$ cat src/rtl/abies_tone_pkg.sv
// Shared definitions for the tone controller.
//   glide_state_t : glide FSM states (HOLD, GLIDE_UP, GLIDE_DN)
//   tone_tw()     : tone table, entry i = 2048*(i+1) as a 32-bit value;
//                   callers truncate to their tuning-word width.
package abies_tone_pkg;

  typedef enum logic [1:0] {
    HOLD     = 2'd0,
    GLIDE_UP = 2'd1,
    GLIDE_DN = 2'd2
  } glide_state_t;

  localparam int TONE_BASE = 2048;

  function automatic logic [31:0] tone_tw(input logic [3:0] idx);
    return 32'(TONE_BASE) * (32'(idx) + 32'd1);
  endfunction

endpackage

$ cat src/rtl/tone_ctrl_debounce.sv
// Push-button conditioner: 2-flop synchronizer, stability counter,
// accepted level and a one-cycle press pulse on each accepted rising edge.
// Ports:
//   clk   - system clock (rising edge)
//   rst   - synchronous active-high reset
//   btn   - raw asynchronous button level
//   press - one-cycle pulse when a high level has been accepted
module tone_ctrl_debounce #(
  parameter int DEBOUNCE_CYCLES = 1000000
) (
  input  logic clk,
  input  logic rst,
  input  logic btn,
  output logic press
);

  localparam int CW = $clog2(DEBOUNCE_CYCLES) + 1;
  localparam logic [CW-1:0] CNT_LAST = CW'(DEBOUNCE_CYCLES - 1);

  logic          sync1_reg;
  logic          sync2_reg;
  logic          level_reg;
  logic          press_reg;
  logic [CW-1:0] cnt_reg;
  logic          mismatch;
  logic          accept;

  assign mismatch = (sync2_reg != level_reg);
  // The level must differ for DEBOUNCE_CYCLES consecutive samples: the
  // counter holds the number of earlier differing samples, so acceptance
  // happens on the sample that finds it at DEBOUNCE_CYCLES-1.
  assign accept   = mismatch && (cnt_reg == CNT_LAST);

  always_ff @(posedge clk) begin
    if (rst) begin
      sync1_reg <= 1'b0;
      sync2_reg <= 1'b0;
      level_reg <= 1'b0;
      press_reg <= 1'b0;
      cnt_reg   <= '0;
    end else begin
      sync1_reg <= btn;
      sync2_reg <= sync1_reg;
      if (!mismatch || accept) begin
        cnt_reg <= '0;
      end else begin
        cnt_reg <= cnt_reg + CW'(1);
      end
      if (accept) begin
        level_reg <= sync2_reg;
      end
      // Pulse accompanies the newly accepted high level; falling edges
      // of the accepted level are ignored.
      press_reg <= accept && sync2_reg;
    end
  end

  assign press = press_reg;

endmodule

$ cat src/rtl/tone_ctrl.sv
// Tone selector with gliding DDS tuning word.
// Two debounced buttons step a tone index through a fixed table; the
// tuning word then slews toward the selected table entry by at most
// GLIDE_STEP per audio sample.
// Ports:
//   clk         - system clock (rising edge)
//   rst         - synchronous active-high reset
//   btn_up      - raw button, tone index up
//   btn_dn      - raw button, tone index down
//   sample_stb  - one-cycle pulse per audio sample
//   tuning_word - registered DDS tuning word
//   tone_idx    - registered current tone index
//   busy        - registered, high while the glide has not settled
module tone_ctrl
  import abies_tone_pkg::*;
#(
  parameter int TW              = 16,
  parameter int NUM_TONES       = 8,
  parameter int DEBOUNCE_CYCLES = 1000000,
  parameter int GLIDE_STEP      = 64
) (
  input  logic          clk,
  input  logic          rst,
  input  logic          btn_up,
  input  logic          btn_dn,
  input  logic          sample_stb,
  output logic [TW-1:0] tuning_word,
  output logic [3:0]    tone_idx,
  output logic          busy
);

  localparam logic [3:0]    IDX_MAX  = 4'(NUM_TONES - 1);
  localparam logic [TW:0]   STEP     = (TW + 1)'(GLIDE_STEP);
  localparam logic [TW-1:0] TW_RESET = TW'(2048);

  // ---------------------------------------------------------------
  // Button conditioning: bit 0 = up, bit 1 = down
  // ---------------------------------------------------------------
  logic [1:0] btn_vec;
  logic [1:0] press_vec;

  assign btn_vec = {btn_dn, btn_up};

  for (genvar gi = 0; gi < 2; gi++) begin : g_btn
    tone_ctrl_debounce #(
      .DEBOUNCE_CYCLES(DEBOUNCE_CYCLES)
    ) u_debounce (
      .clk  (clk),
      .rst  (rst),
      .btn  (btn_vec[gi]),
      .press(press_vec[gi])
    );
  end

  // ---------------------------------------------------------------
  // Tone table; all 16 index codes are populated so the 4-bit index
  // always addresses a defined entry.
  // ---------------------------------------------------------------
  logic [TW-1:0] tone_tab [16];

  for (genvar gi = 0; gi < 16; gi++) begin : g_tab
    assign tone_tab[gi] = TW'(tone_tw(4'(gi)));
  end

  // ---------------------------------------------------------------
  // Tone index
  // ---------------------------------------------------------------
  logic [3:0] idx_reg;
  logic [3:0] idx_next;

  always_comb begin
    idx_next = idx_reg;
    if (press_vec[0] && !press_vec[1] && (idx_reg != IDX_MAX)) begin
      idx_next = idx_reg + 4'd1;
    end else if (press_vec[1] && !press_vec[0] && (idx_reg != 4'd0)) begin
      idx_next = idx_reg - 4'd1;
    end
  end

  // ---------------------------------------------------------------
  // Glide FSM
  // ---------------------------------------------------------------
  logic [TW-1:0] target_reg;
  logic [TW-1:0] tw_reg;
  logic [TW-1:0] tw_next;
  logic [TW:0]   diff;
  logic          busy_reg;
  glide_state_t  state_reg;
  glide_state_t  state_next;

  always_comb begin
    state_next = HOLD;
    tw_next    = tw_reg;
    diff       = '0;
    // Classification always uses the live target and tuning word, so a
    // retarget reverses the direction on the very next strobe.
    if (target_reg > tw_reg) begin
      state_next = GLIDE_UP;
      diff       = {1'b0, target_reg} - {1'b0, tw_reg};
    end else if (target_reg < tw_reg) begin
      state_next = GLIDE_DN;
      diff       = {1'b0, tw_reg} - {1'b0, target_reg};
    end
    if (sample_stb && (state_reg != HOLD)) begin
      // Snapping when within one step avoids overshoot; a full step is
      // only taken when the gap exceeds it, so no wrap is possible.
      if (diff <= STEP) begin
        tw_next = target_reg;
      end else if (state_next == GLIDE_UP) begin
        tw_next = tw_reg + STEP[TW-1:0];
      end else begin
        tw_next = tw_reg - STEP[TW-1:0];
      end
    end
  end

  always_ff @(posedge clk) begin
    if (rst) begin
      idx_reg    <= 4'd0;
      target_reg <= TW_RESET;
      tw_reg     <= TW_RESET;
      state_reg  <= HOLD;
      busy_reg   <= 1'b0;
    end else begin
      idx_reg    <= idx_next;
      target_reg <= tone_tab[idx_reg];
      tw_reg     <= tw_next;
      state_reg  <= state_next;
      // Registered alongside the state so busy always mirrors it.
      busy_reg   <= (state_next != HOLD);
    end
  end

  assign tuning_word = tw_reg;
  assign tone_idx    = idx_reg;
  assign busy        = busy_reg;

endmodule

$ cat config.mk
export PLATFORM = sky130hd
export DESIGN_NAME = tone_ctrl
export DESIGN_NICKNAME = d
export VERILOG_FILES = /design/src/rtl/abies_tone_pkg.sv /design/src/rtl/tone_ctrl_debounce.sv /design/src/rtl/tone_ctrl.sv
export SDC_FILE = /design/constraint.sdc
export NUM_CORES = 1
export LEC_CHECK = 0
export ABC_CLOCK_PERIOD_IN_PS = 8390
export CAP_MARGIN = 20
export CELL_PAD_IN_SITES_DETAIL_PLACEMENT = 1
export CELL_PAD_IN_SITES_GLOBAL_PLACEMENT = 1
export CORE_UTILIZATION = 30
export CTS_BUF_LIST = sky130_fd_sc_hd__clkbuf_8 sky130_fd_sc_hd__clkbuf_16
export CTS_CLUSTER_SIZE = 30
export DETAILED_ROUTE_END_ITERATION = 7
export HOLD_SLACK_MARGIN = 0.05
export PLACE_DENSITY = 0.6
export SLEW_MARGIN = 10
export SYNTH_ARGS = -nofsm -noshare
export SYNTH_HDL_FRONTEND = slang
export SYNTH_HIERARCHICAL = 1
export SYNTH_SLANG_ARGS = --single-unit
$ cat constraint.sdc
create_clock -name clk -period 8.39 [get_ports clk]
set_input_delay 0.839 -clock clk [delete_from_list [all_inputs] [get_ports clk]]
set_output_delay 0.839 -clock clk [all_outputs]
set_load 0.01 [all_outputs]
Yosys cells after proc, flatten, opt, wreduce, memory -nomap -nowiden
Memory sizes are Yosys's and may differ from the RTL's. A register that Yosys moved wholly into a read port is not among the register bits.
Cells that the tools add are included.
{ "op_classes": {"addsub": 8, "magnitude_cmp": 3, "n_eq_ne": 6, "muxes": 8, "n_bitwise": 1, "n_reduce_logical": 21} }
{ "op_table": {"columns": ["operator", "n"], "rows": [
  ["adder 21 x 1 -> 21 bit, second input constant", 2],
  ["== test 21 x 20 -> 1 bit, second input constant", 2],
  ["two-way mux 17 bit", 2],
  ["subtractor 16 x 16 -> 17 bit", 2],
  ["two-way mux 16 bit", 2],
  ["<= comparator 17 x 7 -> 1 bit, second input constant", 1],
  ["adder 16 x 7 -> 16 bit, second input constant", 1],
  ["> comparator 16 bit", 1],
  ["< comparator 16 bit", 1],
  ["subtractor 16 x 7 -> 16 bit, second input constant", 1],
  ["logical AND 1 bit", 9],
  ["two-way mux 4 bit", 2],
  ["nonzero test 2 bit", 3],
  ["inverter 4 -> 5 bit", 1],
  ["adder 4 x 1 -> 4 bit, second input constant", 1],
  ["logical NOT 1 bit", 4],
  ["two-way mux 2 bit", 2],
  ["!= test 4 x 3 -> 1 bit, second input constant", 1],
  ["nonzero test 4 bit", 1],
  ["OR reduction 2 bit", 2],
  ["subtractor 4 x 1 -> 4 bit, second input constant", 1],
  ["== test 2 x 1 -> 1 bit, second input constant", 1],
  ["logical OR 1 bit", 2],
  ["!= test 1 bit", 2]
]} }
{ "word_totals": {"regBits": 73, "mem_bits_ro": 256, "in_bits": 5, "out_inout_bits": 21, "word_cells": 62, "memories": 1} }
{ "memory_table": {"columns": ["name", "words", "width", "read_ports", "rd_ports_with_merged_regs", "write_ports", "line", "rtl"], "rows": [
  ["(name not given)", 16, 16, 1, 1, 0, "tone_ctrl.sv:126", "target_reg <= tone_tab[idx_reg];"]
]} }

Depth between registers and ports, before layout
{ "depth": {"word_depth": 6, "depth_mapped": 17, "depth_no_buf": 15} }

Hierarchy
Netlist, hierarchy kept.
{ "modules_own_cells": {"columns": ["mod", "instances", "cells_per_inst", "area_each_um2", "seq_area_each_um2"], "rows": [
  ["tone_ctrl_debounce", 2, 125, 1132.3, 500.5],
  ["tone_ctrl", 1, 235, 1946.9, 440.4]
]} }

Worst setup path after synthesis
Ideal clock, no wire load.
{ "synth_path": {"path_kind": "register to register", "startpoint": "register tw_reg[12] (netlist: tuning_word[12])", "endpoint": "register tw_reg[15] (netlist: tuning_word[15])", "setup_ns": 0.074, "t_arrival_ns": 3.808, "t_required_ns": 8.316, "slack_ns": 4.507, "path_stages_with_launch": 15, "path_buffers": 0, "synth_period_minus_slack_ns": 3.883, "cell_sequence": "dfxtp_1 -> inv_1 -> ha_1 -> and4b_1 -> and3_1 -> a31oi_1 -> inv_1 -> ha_1 -> a21o_1 -> a21oi_1 -> nor2_1 -> a311o_2 -> mux2_4 -> or4b_1 -> a31oi_1"} }
{ "synth_via": {"elab_chain_cells": 6, "elab_cells_between_ends": 14, "classes_between": "add/sub (4); order compare (3); eq/ne (1); mux (6)"} }
{ "synth_lines": {"columns": ["element", "line", "rtl"], "rows": [
  ["start: declaration", "tone_ctrl.sv:84", "logic [TW-1:0] tw_reg;"],
  ["start signal: assignment", "tone_ctrl.sv:127", "tw_reg <= tw_next;"],
  ["parallel branches: the longest is 5 deep, another holds subtractor 16 x 16 -> 17 bit", null, null],
  ["two-way mux 16 bit (*)", "tone_ctrl.sv:107", "if (diff <= STEP) begin"]
]} }
Mark *: on every way between the ends.
A chain may end at the register's enable or synchronous reset.

Final worst setup path
Ends and elaborated chain as after synthesis.

==> flow_metrics.tcl <==
set metrics [dict create \
    status "finished, final reports clean" \
    hold_buffers 0 \
    dieArea_um2 14520 \
    p_per_area_nw_per_um2 155.4 \
    clock_sinks 72 \
    synth.avg_cell_area_um2 8.684 \
    drive_above_1_share_pct 8.350 \
    firstDrtPassIters 4 \
    antenna_found_initial 0 \
    drc 0 \
    grt_pass1_wl_um 17710 \
    critPathKind "reg -> reg" \
    dp_hpwl_um 7480 \
    cts_max_path_buffers 2 \
    clock_latency_ns 0.34 \
    n_fill_cell 1633 \
    ir_worst_vdd_mv 0.1109 \
    hold_depth 1 \
    p_int_uw 576.4 \
    r2r_slack_ns 4.04 \
    crit_fanout 7 \
    grt_usage_pct 15.34 \
    r2r_cells 14 \
    ys_types 65 \
    hp-class "reg -> reg" \
    grt_max_degree 44 \
    slew_viol_final 0 \
    core_area_um2 13450 \
    fin_crit_ns 4.354 \
    routedWlPerCell_um 15.38 \
    worst_pin_slew_ns 0.8541 \
    cts_root_buffer "clkbuf_16" \
    switching_share_pct 22.02 \
    global_route.overflow_total 0 \
    drt_iter0_drc 155 \
    cts_tree "done" \
    pwr-share-seq_pct 46.5 \
    yosys_most_used_dff "dfxtp_1" \
    nets 527 \
    rows 42 \
    p_sw_uw 162.8 \
    reg2reg_to "tuning_word[15]" \
    path_cells "inv_1, ha_1, and4b_1, nand3_1, a31oi_1, inv_1, ha_1, a21o_1, a21oi_1, nor2_1, a311o_2, mux2_4, or4b_1, a31oi_1" \
    cts_made_buffers 9 \
    hold_viol_final 0 \
    synth_cells 485 \
    clkTransAtPathRegs_ns 0.06 \
    critPathLaunchType "register" \
    grt_use_met3_pct 4.104 \
    fmax_mhz 229.7 \
    post_cts_buffers 0 \
    setup_viol 0 \
    vias 3522 \
    diodes 0 \
    rsz0062_at_grt "no" \
    regArea_um2 1441 \
    async_flop_share_pct 0 \
    grt_pass1_vias 3620 \
    finClkSkew_ns 0.003684 \
    dieHeight_um 120.5 \
    ys_seq_area_share_pct 34.22 \
    grt_util_met2_pct 26.01 \
    setup_tns_ns 0 \
    worstHoldStart "g_btn[0].u_debounce/sync1_reg" \
    finalCritPeriodShare_pct 51.89 \
    final_util_pct 35.36 \
    cap_violations 0 \
    use_met1_pct 18.77 \
    pwr-share-comb_pct 1.4 \
    fp.dieW_um 120.5 \
    slew_headroom_pct 42.68 \
    drt_wl_total_um 10440 \
    crit_required_ns 8.65 \
    p_leak_nw 1.641 \
    slowest_stage "or4b_1" \
    areaGrowthSynthToFinish_pct 12.95 \
    r2r-start "tuning_word[12]" \
    synth_seq_cells 72 \
    ioPinCount 26 \
    largest_reg_flops 42 \
    multi_input_area_um2 2489 \
    busiest_layer "met2" \
    place.gp.congestion 0.8461 \
    synth_warnings 6 \
    synth_edf_count 0 \
    holdPathEnd "g_btn[0].u_debounce/sync2_reg" \
    slowest_delay_ns 0.49 \
    routed_via_density 5.187 \
    place.port_buffers 19 \
    arrival_ns 4.61 \
    p_clk_share_pct 52.1 \
    initial_core_util_pct 31.31 \
    syn_area_um2 4212 \
    h-tree-depth 3 \
    cts-resized-gates 0 \
    end_kind "register" \
    ant_nets 0 \
]
[power by group through the flow]
stage / logic (mW) / registers [mW] / clock network, mW
after CTS: 0.0107 / 0.343 / 0.399
final: 0.0104 / 0.344 / 0.385
after floorplan: 0.00865 / 0.351 / 0
after detailed placement: 0.0107 / 0.351 / 0
after global routing: 0.0118 / 0.343 / 0.415
after global placement: 0.0104 / 0.351 / 0
[critical path: cells and delay by family, from the launching register on]
family | cells | cell delay (ns)
AOI/OAI and AO/OA | 5 | 1.35
and+or+nand+nor | 4 | 1.03
adders and majority gates | 2 | 0.72
DFF | 1 | 0.47
buffers and inverters | 2 | 0.37
muxes | 1 | 0.32
[cells in the mapped netlist (all sizes together) (3+ instances only)]
library cell | n | area share [%]
nand2 | 30 | 2.8
nand4 | 20 | 3.7
a21o | 7 | 1.3
or4 | 15 | 2.7
xnor2 | 14 | 2.9
fa | 3 | 1.4
o31ai | 7 | 1.2
nand3 | 20 | 2.4
and3 | 11 | 1.7
and4 | 4 | 0.89
and2 | 7 | 1.2
clkbuf | 9 | 1.3
nor4 | 10 | 1.8
nor2b | 9 | 1.3
ha | 21 | 6.2
buf | 17 | 3.7
nor3b | 6 | 1.1
inv | 24 | 2.1
a21oi | 31 | 3.7
xor2 | 27 | 5.6
a31oi | 4 | 0.59
or3 | 8 | 1.2
nor2 | 50 | 4.5
o311ai | 4 | 0.83
dfxtp | 72 | 34
nor3 | 5 | 0.59
o21ai | 20 | 2.4
[area by class of cell]
type | count | area share [%]
multi-input cells | 368 | 52.31
clock inverters | 7 | 1.499
repair buffers | 23 | 4.629
inverters | 24 | 1.894
clock buffers | 9 | 4.734
flip-flops and latches | 72 | 30.30
well taps | 176 | 4.629
[how the worst max path moves through the flow]
| stage | startpoint | to | slack [ns] | depth (start not counted) |
|---|---|---|---|---|
| floorplan | tuning_word[12] | tuning_word[15] | 4.51 | 14 |
| global placement | tuning_word[12] | tuning_word[15] | 4.21 | 14 |
| detailed placement | tuning_word[12] | tuning_word[15] | 4.07 | 14 |
| CTS | tuning_word[12] | tuning_word[15] | 4.02 | 14 |
| global route | tuning_word[12] | tuning_word[15] | 3.71 | 14 |
| finish | tuning_word[12] | tuning_word[15] | 4.04 | 14 |
[kinds of logic after synthesis]
logic type | count (synthesis) | synth area share, %
adder cells (fa/ha/maj) | 24 | 7.665
AND/OR/NAND/NOR | 202 | 27.54
AO/OA/AOI/OAI | 92 | 13.99
buffers and inverters | 50 | 7.130
XOR/XNOR | 41 | 8.527
flip-flops | 72 | 34.22
multiplexers | 3 | 0.8318
other | 1 | 0.08904
[metal layers]
metal,vias up,part of all wire (%),wire length (um)
met1,1717,47,4923
li1,1757,-,-
met3,10,2.6,273
met5,-,0,0
met4,0,1.1,111
met2,38,49,5131
[cells in the final DEF, fill, tap and decap left out, types with 10 or more instances in the layout]
cell type	instances
xor2_1	27
nand3_1	20
nand4_1	18
ha_1	21
nand2_1	28
xnor2_1	14
clkdlybuf4s50_1	19
o21ai_0	17
dfxtp_1	72
a21oi_1	31
inv_1	23
nor2_1	50
and3_1	10
or4_1	15
[through the flow]
step / setup slack (ns) / total power, mW / hold slack, ns / cell area (um^2) / std cells
finish: 4.036 / 0.7392 / 0.4425 / 4757 / 679
detailed placement: 4.071 / 0.3619 / 0.4295 / 4461 / 663
global placement: 4.211 / 0.3615 / 0.4224 / 4453 / 662
global route: 3.712 / 0.7700 / 0.4655 / 4757 / 679
CTS: 4.024 / 0.7534 / 0.4442 / 4757 / 679
floorplan: 4.507 / 0.3597 / 0.4129 / 4230 / 490
Note: power is estimated with default switching activity, not from simulation.
